--- config.mk ---
export PLATFORM = sky130hd
export DESIGN_NAME = mul_div_unit
export DESIGN_NICKNAME = d
export VERILOG_FILES = /design/src/rtl/mul_div_unit.sv
export SDC_FILE = /design/constraint.sdc
export NUM_CORES = 1
export LEC_CHECK = 0
export ABC_AREA = 1
export BUFFER_PORTS_ARGS = -buffer_cell sky130_fd_sc_hd__buf_4
export CAP_MARGIN = 20
export CORE_UTILIZATION = 47
export CTS_CLUSTER_DIAMETER = 80
export DETAILED_ROUTE_END_ITERATION = 10
export PLACE_DENSITY = 0.65
export SYNTH_ARGS = -nofsm -noshare
export SYNTH_HDL_FRONTEND = slang
export SYNTH_SLANG_ARGS = --single-unit
--- constraint.sdc ---
create_clock -name clk -period 5.52 [get_ports clk]
set_clock_uncertainty 0.1 [all_clocks]
set_input_delay 0 -clock clk [delete_from_list [all_inputs] [get_ports clk]]
set_output_delay 0 -clock clk [all_outputs]
set_load 0.03 [all_outputs]
--- src/rtl/mul_div_unit.sv ---
// Iterative WIDTH-bit multiply/divide unit.
// Multiply is shift-add and divide is restoring; each takes WIDTH iterations.
// The 2*WIDTH-bit result lands in HI/LO. A one-cycle writeback request
// (wb_data/wb_rd/wb_we) then drives the register file write port.
module mul_div_unit #(
  parameter int WIDTH = 32
) (
  input  logic             clk,
  input  logic             reset,
  input  logic             start,
  input  logic [1:0]       op,
  input  logic [WIDTH-1:0] src_a,
  input  logic [WIDTH-1:0] src_b,
  input  logic [4:0]       rd_in,
  output logic             busy,
  output logic             done,
  output logic [WIDTH-1:0] hi,
  output logic [WIDTH-1:0] lo,
  output logic             div_zero,
  output logic [WIDTH-1:0] wb_data,
  output logic [4:0]       wb_rd,
  output logic             wb_we
);

  localparam int CW = $clog2(WIDTH);

  localparam logic [1:0] S_IDLE = 2'd0;
  localparam logic [1:0] S_CALC = 2'd1;
  localparam logic [1:0] S_DONE = 2'd2;

  logic [1:0]         state;
  logic [CW-1:0]      cnt;
  logic               is_div;
  logic               neg_res;   // negate product / quotient
  logic               neg_rem;   // remainder follows dividend sign
  logic               dz;        // divisor was zero
  logic               dz_q;      // div_zero flag of the last completed op
  logic [WIDTH-1:0]   b_mag;     // multiplicand / divisor magnitude
  logic [WIDTH-1:0]   a_orig;    // dividend kept for the divide-by-zero result
  logic [4:0]         rd_q;
  // Multiply: {acc, multiplier}. Divide: {rem, quot}.
  logic [2*WIDTH-1:0] pr;

  // Operand sign handling at acceptance.
  logic             a_neg, b_neg;
  logic [WIDTH-1:0] a_mag_in, b_mag_in;

  // One iteration of the datapath, plus the finished result.
  logic [WIDTH:0]     mul_add;
  logic [WIDTH:0]     div_rem;
  logic [WIDTH:0]     div_diff;
  logic [2*WIDTH-1:0] div_sh;
  logic [2*WIDTH-1:0] step;
  logic [2*WIDTH-1:0] prod_fix;
  logic [WIDTH-1:0]   fin_hi, fin_lo;
  logic               last;

  assign busy     = (state != S_IDLE);
  assign done     = (state == S_DONE);
  assign wb_we    = done;
  assign wb_data  = lo;
  assign div_zero = done & dz_q;
  assign last     = (cnt == CW'(WIDTH - 1));

  // Magnitudes and sign flags of the incoming operands (signed ops only).
  always_comb begin
    a_neg    = op[0] & src_a[WIDTH-1];
    b_neg    = op[0] & src_b[WIDTH-1];
    a_mag_in = a_neg ? -src_a : src_a;
    b_mag_in = b_neg ? -src_b : src_b;
  end

  // Single shift-add or restoring-divide iteration.
  always_comb begin
    // The 33-bit add keeps the carry, which moves into the accumulator MSB on the shift.
    mul_add  = {1'b0, pr[2*WIDTH-1:WIDTH]} + (pr[0] ? {1'b0, b_mag} : '0);
    div_sh   = {pr[2*WIDTH-2:0], 1'b0};
    div_rem  = pr[2*WIDTH-1:WIDTH-1];
    div_diff = div_rem - {1'b0, b_mag};
    if (!is_div)
      step = {mul_add, pr[WIDTH-1:1]};
    else if (div_diff[WIDTH])
      step = div_sh;
    else
      step = {div_diff[WIDTH-1:0], div_sh[WIDTH-1:1], 1'b1};
  end

  // Sign correction and divide-by-zero override on the final iteration.
  always_comb begin
    prod_fix = neg_res ? -step : step;
    fin_hi   = prod_fix[2*WIDTH-1:WIDTH];
    fin_lo   = prod_fix[WIDTH-1:0];
    if (is_div) begin
      if (dz) begin
        fin_hi = a_orig;
        fin_lo = '1;
      end else begin
        fin_hi = neg_rem ? -step[2*WIDTH-1:WIDTH] : step[2*WIDTH-1:WIDTH];
        fin_lo = neg_res ? -step[WIDTH-1:0] : step[WIDTH-1:0];
      end
    end
  end

  // Control FSM, iteration datapath and HI/LO result registers.
  always_ff @(posedge clk or negedge reset) begin
    if (!reset) begin
      state   <= S_IDLE;
      cnt     <= '0;
      is_div  <= 1'b0;
      neg_res <= 1'b0;
      neg_rem <= 1'b0;
      dz      <= 1'b0;
      dz_q    <= 1'b0;
      b_mag   <= '0;
      a_orig  <= '0;
      rd_q    <= '0;
      pr      <= '0;
      hi      <= '0;
      lo      <= '0;
      wb_rd   <= '0;
    end else begin
      case (state)
        S_IDLE: begin
          if (start) begin
            is_div  <= op[1];
            neg_res <= a_neg ^ b_neg;
            neg_rem <= a_neg;
            dz      <= op[1] & (src_b == '0);
            b_mag   <= b_mag_in;
            a_orig  <= src_a;
            rd_q    <= rd_in;
            pr      <= {{WIDTH{1'b0}}, a_mag_in};
            cnt     <= '0;
            state   <= S_CALC;
          end
        end
        S_CALC: begin
          cnt <= cnt + 1'b1;
          pr  <= step;
          if (last) begin
            hi    <= fin_hi;
            lo    <= fin_lo;
            wb_rd <= rd_q;
            dz_q  <= dz;
            state <= S_DONE;
          end
        end
        S_DONE:  state <= S_IDLE;
        default: state <= S_IDLE;
      endcase
    end
  end

endmodule
==> flow_summary.json <==
{
  "final.setup.tns_ns": 0,
  "synthCells": 3190,
  "post_synth_num_cell_types": 56,
  "setup_ws_ns": 0.558,
  "end_kind": "register",
  "netlist_area_um2": 19500,
  "cts_tree": "built",
  "synth-seq-area-share_pct": 27.4,
  "cp.required_ns": 5.94,
  "holdPathStages": 4,
  "cts_buffer_depth": 3,
  "critPathKind": "register to register",
  "antenna_found_initial": 6,
  "synth_flop_cell": "dfrtp_1",
  "dieHeight_um": 206,
  "grt_max_degree": 119,
  "area_growth_pct": 18.9,
  "fin_nets": 3544,
  "grt_pass1_vias": 20700,
  "dieArea_um2": 42400,
  "ff2ff_path_depth": 34,
  "place_hpwl_um": 62100,
  "fill_cells": 4024,
  "reg2reg_slack_ns": 0.56,
  "synth-seq-cells": 214,
  "critPathMaxFanout": 6,
  "status": "finished clean",
  "finalCritPeriodShare_pct": 89.9,
  "yosys.area.top_type": "dfrtp_1",
  "ios": 179,
  "htreeDepth": 1,
  "drt-initial-drc-count": 2410,
  "ys_warn_count": 0,
  "avgSynthCellArea_um2": 6.12,
  "synth_nets": 3336,
  "clockRootBuffer": "clkbuf_16",
  "cts.repair.resized": 0,
  "yosysTopAreaCellShare_pct": 27.4,
  "drive_gt1_share_pct": 10.1,
  "slew_headroom_pct": 28.0,
  "core_um2": 40900,
  "gp_congestion": 1.03,
  "vias": 22300,
  "avgRoutedWirePerCell_um": 20.5,
  "slowest_stage": "fa_1",
  "grt.total_usage_pct": 38.0,
  "synthTopCellsByCount": "1084 x nand2_1, 429 x inv_1, 299 x nor2_1",
  "timing.fmax_mhz": 202,
  "first_pass_iters": 7,
  "finalMaxSlewViolations": 0,
  "hp-class": "input pin to register",
  "rows": 74,
  "tightest_slew_ns": 1.07,
  "synthTopCellsByArea": "dfrtp_1 27%, nand2_1 21%, inv_1 8.2%, nand3_1 6.0%, nor2_1 5.7%",
  "wirelength_um": 80800,
  "dieWidth_um": 206,
  "overflow": 0,
  "path_clk_slew_ns": 0.07,
  "min_period_ns": 4.96,
  "max-cap-violations": 0,
  "final_antenna_net_count": 0,
  "rsz0062_at_grt": "no",
  "hold_violations": 0,
  "grt_pass1_wl_um": 122000,
  "cpPeakStageDelay_ns": 0.44,
  "crit_top_cell": "nand2_1",
  "crit_path_start_kind": "register",
  "synth_edf_count": 0,
  "synth_most_common_cell": "nand2_1",
  "worst_ep_arrival_time_ns": 5.38,
  "cts_sinks": 214,
  "insertedDiodeCount": 0,
  "pre_cts_slack_ns": 0.705,
  "initial_core_util_pct": 47.7,
  "clk_latency_ns": 0.58,
  "portBuffers": 178,
  "synthArstFlopShare_pct": 100,
  "drc": 0,
  "via_per_inst": 5.65,
  "finalSetupViolations": 0,
  "cts_made_buffers": 27
}
[worst max-delay path, delay by kind of cell (launching register included)]
family / cells / cell delay (ns)
compound gates: 1 / 0.30
fa+ha+maj: 3 / 0.78
buf+inv: 6 / 0.59
flops: 1 / 0.37
simple gates: 24 / 2.75
[metal layers]
layer,global-route usage [%],share of wire (%),up-vias
met4,10.8,3.3,0
met3,6.92,9.8,163
met5,0,0,-
met2,59.4,44,1151
li1,-,-,10600
met1,53.2,43,10400
[cell families after synthesis]
kind of cell,synth area share (%)
buf+inv,12.2
compound gates,13.9
fa+ha+maj,4.69
flops,27.4
simple gates,38.3
xor+xnor,3.59
[path summary, 6_finish.rpt]
kind	from	end
setup reg to reg	pr[31]	hi[26]
setup / recovery	pr[31]	hi[26]
hold reg to reg	hi[31]	hi[31]
hold / removal	rd_in[4]	rd_q[4]
min in group asynchronous	reset	b_mag[28]
max in group asynchronous	reset	is_div
[timing repair]
| item | CTS | global route |
|---|---|---|
| endpoints found under the hold margin | 197 | 0 |
| setup buffers | 0 | 0 |
| hold buffers | 109 | 0 |
[state kept, by name (all words and copies together) (netlist names)]
signal   cells
a_orig      32
b_mag       32
cnt          5
dz           1
dz_q         1
hi          32
is_div       1
lo          32
neg_rem      1
neg_res      1
pr          64
rd_q         5
state        2
wb_rd        5
[area by class of cell]
class                           count  area, um^2  area share (%)
Multi-Input combinational cell   2395       11800            50.9
Sequential cell                   214        5360            23.1
Timing Repair Buffer              317        2670            11.5
Inverter                          443        1660            7.16
Clock buffer                       30         707            3.04
Tap cell                          532         666            2.87
Clock inverter                     20         334            1.44
[through the flow]
step | cell area, um^2 | hold WS (ns) | utilization, % | cells
3_3_place_gp | 21100 | -0.00740 | 51.5 | 3792
3_5_place_dp | 21100 | 0.000130 | 51.5 | 3792
2_1_floorplan | 19500 | -0.396 | - | 3190
6_report | 23200 | 0.0727 | 56.7 | 3951
5_1_grt | 23200 | 0.0825 | 56.7 | 3951
4_1_cts | 23200 | 0.0474 | 56.7 | 3951
[placed cells by master, fill, tap and decap left out, types with 4 or more instances in the layout]
master / Yosys / routed
xor2_1: 61 / 61
dfrtp_1: 214 / 212
nor3_1: 48 / 48
o32a_1: 4 / 4
buf_4: 37 / 206
o221ai_1: 23 / 23
inv_1: 429 / 428
nor2_2: 15 / 16
a21oi_1: 99 / 99
nand2_2: 17 / 17
dlygate4sd3_1: 0 / 109
nand3_1: 235 / 235
nor2_1: 299 / 297
a31oi_1: 10 / 10
and2_1: 5 / 5
o211ai_1: 4 / 4
o22ai_1: 41 / 41
bufinv_16: 0 / 8
nand3b_1: 22 / 22
o21bai_1: 6 / 6
or2_2: 13 / 13
o21a_1: 11 / 11
o31ai_1: 13 / 13
a21oi_2: 4 / 4
a2bb2oi_1: 14 / 14
inv_2: 9 / 12
o21ai_1: 13 / 13
ha_1: 70 / 70
o21ai_0: 192 / 192
and3_1: 4 / 4
nand2_1: 1084 / 1083
o21ai_2: 5 / 5
clkbuf_16: 0 / 27
xnor2_1: 19 / 19
nor4_1: 4 / 4
nand2_4: 9 / 10
clkinv_2: 0 / 5
nand4_1: 23 / 23
Power is left out: the tool's default activity adds up to more than one toggle a clock period on the data nets, which glitch-free logic cannot reach.
